<file path="src/rtl/instr_fetch_unit_pkg.sv">
// Shared CPU definitions for the instruction fetch unit: FSM state encoding,
// memory geometry, reset PC and instruction width constants.
// No ports; imported by the interface, the next-PC mux and the fetch unit top.
package cpu_pkg;

  localparam int          INSTR_W    = 32;
  localparam int          IMEM_DEPTH = 256;
  localparam logic [31:0] RESET_PC   = 32'h0;

  // Encoding used by later stages when a bubble has to be injected.
  localparam logic [INSTR_W-1:0] NOP = 32'h0;

  typedef enum logic [1:0] {
    IDLE   = 2'd0,
    RUN    = 2'd1,
    HALTED = 2'd2
  } ifu_state_t;

endpackage

</file>
<file path="src/rtl/instr_fetch_unit_if.sv">
// Fetch-unit bundle: pipeline control in, instruction-memory address/data, and
// the tagged fetch output towards the IF/ID register.
// master = fetch unit, slave = surrounding pipeline + memory.
// Optional IFU_PERF_CNT_EN adds perf_fetch_cnt / perf_stall_cnt.
interface instr_fetch_unit_if #(
  parameter int ADDR_W = 32
);
  import cpu_pkg::*;

  logic               start;
  logic               halt;
  logic               stall;
  logic               br_taken;
  logic [ADDR_W-1:0]  br_target;
  logic [ADDR_W-1:0]  imem_addr;
  logic [INSTR_W-1:0] imem_instr;
  logic [INSTR_W-1:0] fetch_instr;
  logic [ADDR_W-1:0]  fetch_pc;
  logic               fetch_valid;
`ifdef IFU_PERF_CNT_EN
  logic [31:0]        perf_fetch_cnt;
  logic [31:0]        perf_stall_cnt;
`endif

  modport master (
    input  start, halt, stall, br_taken, br_target, imem_instr,
    output imem_addr, fetch_instr, fetch_pc, fetch_valid
`ifdef IFU_PERF_CNT_EN
    , output perf_fetch_cnt, perf_stall_cnt
`endif
  );

  modport slave (
    output start, halt, stall, br_taken, br_target, imem_instr,
    input  imem_addr, fetch_instr, fetch_pc, fetch_valid
`ifdef IFU_PERF_CNT_EN
    , input perf_fetch_cnt, perf_stall_cnt
`endif
  );

endinterface

</file>
<file path="src/rtl/instr_fetch_unit_next_pc.sv">
// Next-PC selection: priority mux (branch > stall > sequential) plus a
// modulo-IMEM_DEPTH incrementer. Purely combinational.
// Ports: state/pc/resume_pc/branch/stall in; seq_next_o and imem_addr_o out.
module ifu_next_pc #(
  parameter int                ADDR_W     = 32,
  parameter int                IMEM_DEPTH = 256,
  parameter logic [ADDR_W-1:0] RESET_PC   = '0
) (
  input  cpu_pkg::ifu_state_t state_i,
  input  logic [ADDR_W-1:0]   pc_i,
  input  logic [ADDR_W-1:0]   resume_pc_i,
  input  logic                br_taken_i,
  input  logic [ADDR_W-1:0]   br_target_i,
  input  logic                stall_i,
  output logic [ADDR_W-1:0]   seq_next_o,
  output logic [ADDR_W-1:0]   imem_addr_o
);
  import cpu_pkg::*;

  // IMEM_DEPTH is a power of two, so modulo is a mask of the low IDX_W bits.
  localparam logic [ADDR_W-1:0] IDX_MASK = ADDR_W'(IMEM_DEPTH - 1);

  logic [ADDR_W-1:0] pc_inc;
  logic [ADDR_W-1:0] tgt_m;

  assign pc_inc = (pc_i + ADDR_W'(1)) & IDX_MASK;
  assign tgt_m  = br_target_i & IDX_MASK;

  assign seq_next_o = br_taken_i ? tgt_m :
                      stall_i    ? pc_i  : pc_inc;

  always_comb begin
    imem_addr_o = RESET_PC & IDX_MASK;
    case (state_i)
      IDLE:    imem_addr_o = RESET_PC & IDX_MASK;
      RUN:     imem_addr_o = seq_next_o;
      // A branch seen while halted is already presented to memory, so a
      // start in the same cycle fetches the target directly.
      HALTED:  imem_addr_o = br_taken_i ? tgt_m : resume_pc_i;
      default: imem_addr_o = RESET_PC & IDX_MASK;
    endcase
  end

endmodule

</file>
<file path="src/rtl/instr_fetch_unit.sv">
// Instruction fetch unit: owns the PC, drives the word address into a
// 1-cycle-latency instruction memory and tags the returned word with PC/valid.
// Ports: clk, rst (sync, active-high), bus (instr_fetch_unit_if.master).
// Optional macro IFU_PERF_CNT_EN adds fetch and stall performance counters.
module instr_fetch_unit #(
  parameter int                ADDR_W     = 32,
  parameter int                IMEM_DEPTH = cpu_pkg::IMEM_DEPTH,
  parameter logic [ADDR_W-1:0] RESET_PC   = ADDR_W'(cpu_pkg::RESET_PC)
) (
  input  logic                clk,
  input  logic                rst,
  instr_fetch_unit_if.master  bus
);
  import cpu_pkg::*;

  localparam logic [ADDR_W-1:0] IDX_MASK   = ADDR_W'(IMEM_DEPTH - 1);
  localparam logic [ADDR_W-1:0] RESET_PC_M = RESET_PC & IDX_MASK;

  ifu_state_t        state_q;
  logic [ADDR_W-1:0] pc_q;
  logic              valid_q;
  logic [ADDR_W-1:0] resume_pc_q;
  logic [ADDR_W-1:0] seq_next;
  logic [ADDR_W-1:0] next_addr;

  ifu_next_pc #(
    .ADDR_W     (ADDR_W),
    .IMEM_DEPTH (IMEM_DEPTH),
    .RESET_PC   (RESET_PC_M)
  ) u_next_pc (
    .state_i     (state_q),
    .pc_i        (pc_q),
    .resume_pc_i (resume_pc_q),
    .br_taken_i  (bus.br_taken),
    .br_target_i (bus.br_target),
    .stall_i     (bus.stall),
    .seq_next_o  (seq_next),
    .imem_addr_o (next_addr)
  );

  // pc_q always follows whatever the memory sampled at the edge the unit is
  // (or stays) in RUN, so the word returned next cycle matches fetch_pc.
  always_ff @(posedge clk) begin
    if (rst) begin
      state_q     <= IDLE;
      pc_q        <= RESET_PC_M;
      valid_q     <= 1'b0;
      resume_pc_q <= RESET_PC_M;
    end else begin
      case (state_q)
        IDLE: begin
          if (bus.start) begin
            state_q <= RUN;
            pc_q    <= RESET_PC_M;
            valid_q <= 1'b1;
          end
        end
        RUN: begin
          if (bus.halt) begin
            // seq_next already folds in stall (re-fetch) and branch.
            state_q     <= HALTED;
            valid_q     <= 1'b0;
            resume_pc_q <= seq_next;
          end else begin
            pc_q    <= seq_next;
            valid_q <= 1'b1;
          end
        end
        HALTED: begin
          // next_addr is the masked target on a branch, else resume_pc_q.
          resume_pc_q <= next_addr;
          if (bus.start && !bus.halt) begin
            state_q <= RUN;
            pc_q    <= next_addr;
            valid_q <= 1'b1;
          end
        end
        default: begin
          state_q <= IDLE;
          valid_q <= 1'b0;
        end
      endcase
    end
  end

  assign bus.imem_addr   = next_addr;
  assign bus.fetch_instr = bus.imem_instr;
  assign bus.fetch_pc    = pc_q;
  assign bus.fetch_valid = valid_q;

`ifdef IFU_PERF_CNT_EN
  logic [31:0] perf_fetch_q;
  logic [31:0] perf_stall_q;
  logic        run_active;

  assign run_active = (state_q == RUN) && !bus.halt;

  always_ff @(posedge clk) begin
    if (rst) begin
      perf_fetch_q <= '0;
      perf_stall_q <= '0;
    end else begin
      if (run_active && (bus.br_taken || !bus.stall)) perf_fetch_q <= perf_fetch_q + 32'd1;
      if (run_active && bus.stall)                    perf_stall_q <= perf_stall_q + 32'd1;
    end
  end

  assign bus.perf_fetch_cnt = perf_fetch_q;
  assign bus.perf_stall_cnt = perf_stall_q;
`endif

endmodule

</file>
<file path="src/flat_wrapper.sv">
// flat-port wrapper written by rule: the top's interface ports become plain ports
module instr_fetch_unit_flat import cpu_pkg::*;
#(
  parameter int                ADDR_W     = 32,
  parameter int                IMEM_DEPTH = cpu_pkg::IMEM_DEPTH,
  parameter logic [ADDR_W-1:0] RESET_PC   = ADDR_W'(cpu_pkg::RESET_PC)
)
  (clk, rst, bus_start, bus_halt, bus_stall, bus_br_taken, bus_br_target, bus_imem_instr, bus_imem_addr, bus_fetch_instr, bus_fetch_pc, bus_fetch_valid);
  instr_fetch_unit_if #(.ADDR_W(ADDR_W)) bus_i ();
  input  logic clk;
  input  logic rst;
  input wire logic [$bits(bus_i.start)-1:0] bus_start;
  input wire logic [$bits(bus_i.halt)-1:0] bus_halt;
  input wire logic [$bits(bus_i.stall)-1:0] bus_stall;
  input wire logic [$bits(bus_i.br_taken)-1:0] bus_br_taken;
  input wire logic [$bits(bus_i.br_target)-1:0] bus_br_target;
  input wire logic [$bits(bus_i.imem_instr)-1:0] bus_imem_instr;
  output wire logic [$bits(bus_i.imem_addr)-1:0] bus_imem_addr;
  output wire logic [$bits(bus_i.fetch_instr)-1:0] bus_fetch_instr;
  output wire logic [$bits(bus_i.fetch_pc)-1:0] bus_fetch_pc;
  output wire logic [$bits(bus_i.fetch_valid)-1:0] bus_fetch_valid;
  assign bus_i.start = bus_start;
  assign bus_i.halt = bus_halt;
  assign bus_i.stall = bus_stall;
  assign bus_i.br_taken = bus_br_taken;
  assign bus_i.br_target = bus_br_target;
  assign bus_i.imem_instr = bus_imem_instr;
  assign bus_imem_addr = bus_i.imem_addr;
  assign bus_fetch_instr = bus_i.fetch_instr;
  assign bus_fetch_pc = bus_i.fetch_pc;
  assign bus_fetch_valid = bus_i.fetch_valid;
  instr_fetch_unit #(.ADDR_W(ADDR_W), .IMEM_DEPTH(IMEM_DEPTH), .RESET_PC(RESET_PC)) u_core (.clk(clk), .rst(rst), .bus(bus_i));
endmodule
</file>
<file path="config.mk">
export PLATFORM = sky130hd
export DESIGN_NAME = instr_fetch_unit_flat
export DESIGN_NICKNAME = d
export VERILOG_FILES = /design/src/rtl/instr_fetch_unit_pkg.sv /design/src/rtl/instr_fetch_unit_if.sv /design/src/rtl/instr_fetch_unit_next_pc.sv /design/src/rtl/instr_fetch_unit.sv /design/src/flat_wrapper.sv
export SDC_FILE = /design/constraint.sdc
export NUM_CORES = 1
export LEC_CHECK = 0
export ABC_AREA = 0
export BUFFER_PORTS_ARGS = -buffer_cell sky130_fd_sc_hd__clkbuf_2
export CAP_MARGIN = 15
export CORE_ASPECT_RATIO = 0.5
export CORE_MARGIN = 2
export CORE_UTILIZATION = 30
export DETAILED_ROUTE_END_ITERATION = 8
export SYNTH_ARGS = -nofsm -noshare
export SYNTH_HDL_FRONTEND = slang
export SYNTH_SLANG_ARGS = --single-unit
export TNS_END_PERCENT = 5
</file>
<file path="constraint.sdc">
create_clock -name clk -period 3.6 [get_ports clk]
set_input_delay 0.36 -clock clk [delete_from_list [all_inputs] [get_ports clk]]
set_output_delay 0.36 -clock clk [all_outputs]
set_load 0.03 [all_outputs]
</file>
* After elaboration in Yosys (flattened, before gate mapping)
Cells that the tools add are included.
Word-level totals: bits in registers 67, latch bits 0, RAM bits 0, memory bits (read-only) 0, output and inout bits 97, logic and storage cells 38, memories 0
Operators by class: add/subtract/negate cells 1, multipliers 0, div/mod/pow operators 0, magnitude comparators 0, equality and inequality tests 6, shifts and indexed selects 0, mux-type cells 18, bitwise logic cells 0, reductions and logical operators 9
Operators by type and width (count):
- two-way mux 32 bit | 7
- one-hot mux 32 bit (2 select lines) | 2
- one-hot mux 32 bit (3 select lines) | 1
- adder 8 x 1 -> 8 bit, second input constant | 1
- two-way mux 2 bit | 3
- inequality test 2 bit, second input constant | 3
- one-hot mux 2 bit (3 select lines) | 1
- AND reduction 2 bit | 2
- AND reduction 4 bit | 1
- two-way mux 1 bit | 3
- one-hot mux 1 bit (3 select lines) | 1
- AND reduction 3 bit | 1
- nonzero test 3 bit | 1
- equality test 2 x 1 -> 1 bit, second input constant | 1
- equality test 2 bit, second input constant | 1
- logical NOT 2 bit | 1
- inequality test 2 x 1 -> 1 bit, second input constant | 1
- nonzero test 2 bit | 1
- logical AND 1 bit | 1
- logical NOT 1 bit | 1

* Logic depth before layout (Yosys ltp)
depth in word-level cells 6, depth in mapped cells 9, depth with buffers taken out 6

* By module
A second synthesis with hierarchy kept.
Second synthesis, totals: cells, all modules 533, area total of the unflattened synthesis 4827.1 µm²
Modules (own cells, without submodules):
- instr_fetch_unit | times used 1, cells each 386, area an instance 3798.6 µm²
- ifu_next_pc | times used 1, cells each 147, area an instance 1028.5 µm²

* Worst setup path before layout
No wires, ideal clock.
kind flip-flop to output port, start register u_core.state_q[0], end output bus_imem_addr[7], data arrival time 1.968 ns, data required time 3.240 ns, slack 1.272 ns, cell stages (with the launch flop) 6, path buffers 2, cell sequence dfxtp_1 inv_1 ha_1 clkbuf_1 clkbuf_1 a21boi_0
Between the ends: longest elaborated chain between the ends 2
RTL lines:
- from (decl) | line instr_fetch_unit.sv:19 | ifu_state_t state_q;
- from (signal assigned) | line instr_fetch_unit.sv:45 | state_q <= IDLE;
- from (signal assigned) | line instr_fetch_unit.sv:53 | state_q <= RUN;
- from (signal assigned) | line instr_fetch_unit.sv:61 | state_q <= HALTED;
- equality test 2 bit / equality test 2 x 1 -> 1 bit (equally long branches) | line instr_fetch_unit_next_pc.sv:34 | case (state_i)
- one-hot mux 32 bit (2 select lines) * | line instr_fetch_unit_next_pc.sv:34
- to (decl) | line flat_wrapper.sv:18 | output wire logic [$bits(bus_i.imem_addr)-1:0] bus_imem_addr;
Mark *: on every way between the ends. The rest lies on a longest branch, timed or not.

* Worst setup path after layout
Ends and elaborated chain as after synthesis.

==> results_dict.tcl <==
set metrics [dict create \
    syn_area_per_cell_um2 8.51 \
    post-route-drc-count 0 \
    cts_setup_buffers 0 \
    slew_headroom_pct 51.2 \
    ir_worst_vdd_v 0.000351 \
    hold_slack_ps 398 \
    synth_most_common_cell "dfxtp_1" \
    cts.reportedPaths.clkPinSlew_ps 60 \
    detail_route.wl_per_cell_um 15.9 \
    hold_violations 0 \
    drtIter0Drc 227 \
    cts_hold_buf 0 \
    r2r-start "u_core.state_q[1]" \
    seq_area_frac_synth_pct 36.8 \
    hold_start "bus_br_target[4]" \
    max-cap-violations 0 \
    finalCriticalPeriod_ps 2930 \
    num_rows 28 \
    start_util_pct 30.8 \
    grt_pass1_wl_mm 15.8 \
    synth_cell_types 54 \
    power_uw 2420 \
    ctsHtreeMaxLevel 3 \
    clock-sinks 67 \
    drtPass1Iterations 5 \
    arrival_ps 2570 \
    holdPathStages 3 \
    cts_tree "built" \
    holdPathEnd "u_core.resume_pc_q[4]" \
    synth_top_family_by_area "compound AO/OA/AOI/OAI gates" \
    vias 3318 \
    fmaxAchievable_mhz 342 \
    portBuffers 78 \
    final_nets 539 \
    tightest_slew_ps 732 \
    syn_nets 504 \
    r2r_slack_ps 1010 \
    grt_max_degree 34 \
    critPathLaunchType "flop" \
    place_area_mm2 0.00393 \
    setup_viol 0 \
    root_buffer "clkbuf_16" \
    synth_fa_ha_area_share_pct 1.71 \
    worstRegToRegCells 6 \
    synth_top_area_share_pct 36.8 \
    syn_inst 429 \
    rsz0062_at_grt "false" \
    post_cts_resized 0 \
    place.gp.congestion 0.750 \
    crit_fanout 10 \
    synth_simple_gate_area_share_pct 22.2 \
    power.density_mw_per_mm2 565 \
    synth_compound_area_share_pct 25.6 \
    p_leak_uw 0.00173 \
    pin_count 167 \
    dp_hpwl_mm 6.86 \
    syn_area_mm2 0.00365 \
    synth_common_cells "dfxtp_1 (67), nor2_1 (50), buf_4 (34), nand2_1 (34), a22oi_1 (22)" \
    ant_nets 0 \
    cp.required_ps 3240 \
    area_growth_pct 17.3 \
    vias_per_cell 5.23 \
    status "completed" \
    antenna_found_initial 0 \
    layout-drive-gt1-share_pct 23.9 \
    ys.flop_type "dfxtp_1" \
    period_share_pct 81.3 \
    clk_latency_ps 330 \
    grt_pass1_vias 3016 \
    synth_seq_cells 67 \
    skew_ps 7.58 \
    slew_viol_final 0 \
    synth.area.top_cells "dfxtp_1 (37%), buf_4 (7.0%), nor2_1 (5.1%)" \
    synth-edff-count 0 \
    fin_area_mm2 0.00428 \
    cp-end-kind "output pin" \
    core_area_mm2 0.0118 \
    cts_buffers 9 \
    antenna-diode-count 0 \
    r2r-end "u_core.bus.fetch_pc[30]" \
    synthXorXnorAreaFrac_pct 0.960 \
    hold_path_class "in2reg" \
    cts_buffer_depth 2 \
    synth_top_area_cell "dfxtp_1" \
    die_h_um 82.0 \
    yosysWarnings 0 \
    track_usage_pct 15.3 \
    synth_mux_area_share_pct 1.47 \
    gr-total-overflow 0 \
    ys_async_sr_fraction_pct 0 \
    crit_type "reg2out" \
    fin_tns_setup_ps 0 \
    fp.dieArea_mm2 0.0131 \
    routed_wl_mm 10.1 \
    die_w_um 160 \
]
## state kept, by name, indices dropped and copies added (netlist names)
register                flops
u_core.bus.fetch_pc        32
u_core.bus.fetch_valid      1
u_core.resume_pc_q         32
u_core.state_q              2
## critical path, stage by stage (launching register included)
cell      delay [ps]
dfxtp_1          330
inv_1             80
ha_1             330
nor2b_1          500
buf_4            290
buf_4            180
a22oi_1          110
a21boi_0         190
clkbuf_2         230
## kinds of logic after synthesis
| group | after synthesis |
|---|---|
| multiplexers | 5 |
| adder cells (fa/ha/maj) | 5 |
| AO/OA/AOI/OAI | 121 |
| buffers and inverters | 70 |
| flip-flops | 67 |
| XOR/XNOR | 4 |
| AND/OR/NAND/NOR | 157 |
## how the worst max path moves through the flow
stage                      start          endpoint  slack [ps]  cells past startpoint
6_report       u_core.state_q[0]  bus_imem_addr[7]         670                      8
5_1_grt        u_core.state_q[0]  bus_imem_addr[7]         470                      8
4_1_cts        u_core.state_q[0]  bus_imem_addr[7]         660                      8
3_5_place_dp   u_core.state_q[0]  bus_imem_addr[7]        1010                      8
3_3_place_gp   u_core.state_q[0]  bus_imem_addr[7]         980                      8
2_1_floorplan  u_core.state_q[0]  bus_imem_addr[7]        1270                      5
## power by group
part | total, uW | switching, uW | internal, uW
Combinational | 588 | 411 | 177
Sequential | 801 | 29.3 | 772
Clock | 1030 | 349 | 681
Total | 2420 | 789 | 1630
## metrics by stage
step                      cells  setup WS [ps]  util, %
after CTS                   634            660     36.1
after global routing        634            466     36.1
final                       634            673     36.1
after floorplan             429           1270        -
after global placement      618            978     33.2
after detailed placement    618           1010     33.2
## layout by cell type (no fill, tap or decap), drive strengths merged, types with 10 or more instances in the layout
master,netlist,routed
a21oi,17,17
a222oi,11,11
a22o,20,20
a22oi,22,22
and2,10,10
buf,49,10
clkbuf,15,87
dfxtp,67,67
nand2,34,34
nor2,50,50
nor2b,17,17
nor3b,11,11
o21ai,12,12
## metal layers
layer	GRT usage [%]	up-vias	share of wire, %
li1	-	1592	-
met4	6.40	0	1.9
met5	0	-	0
met3	3.69	28	5.3
met1	20.0	1602	47
met2	24.5	96	46
## final cells by class
cell class	count	area [um2]
clock inverters	7	124
clock buffers	9	225
repair buffers	88	465
flip-flops and latches	67	1340
well taps	165	206
fillers	1284	7560
multi-input cells	292	1900
inverters	6	22.5
Note: power is estimated with default switching activity, not from simulation.
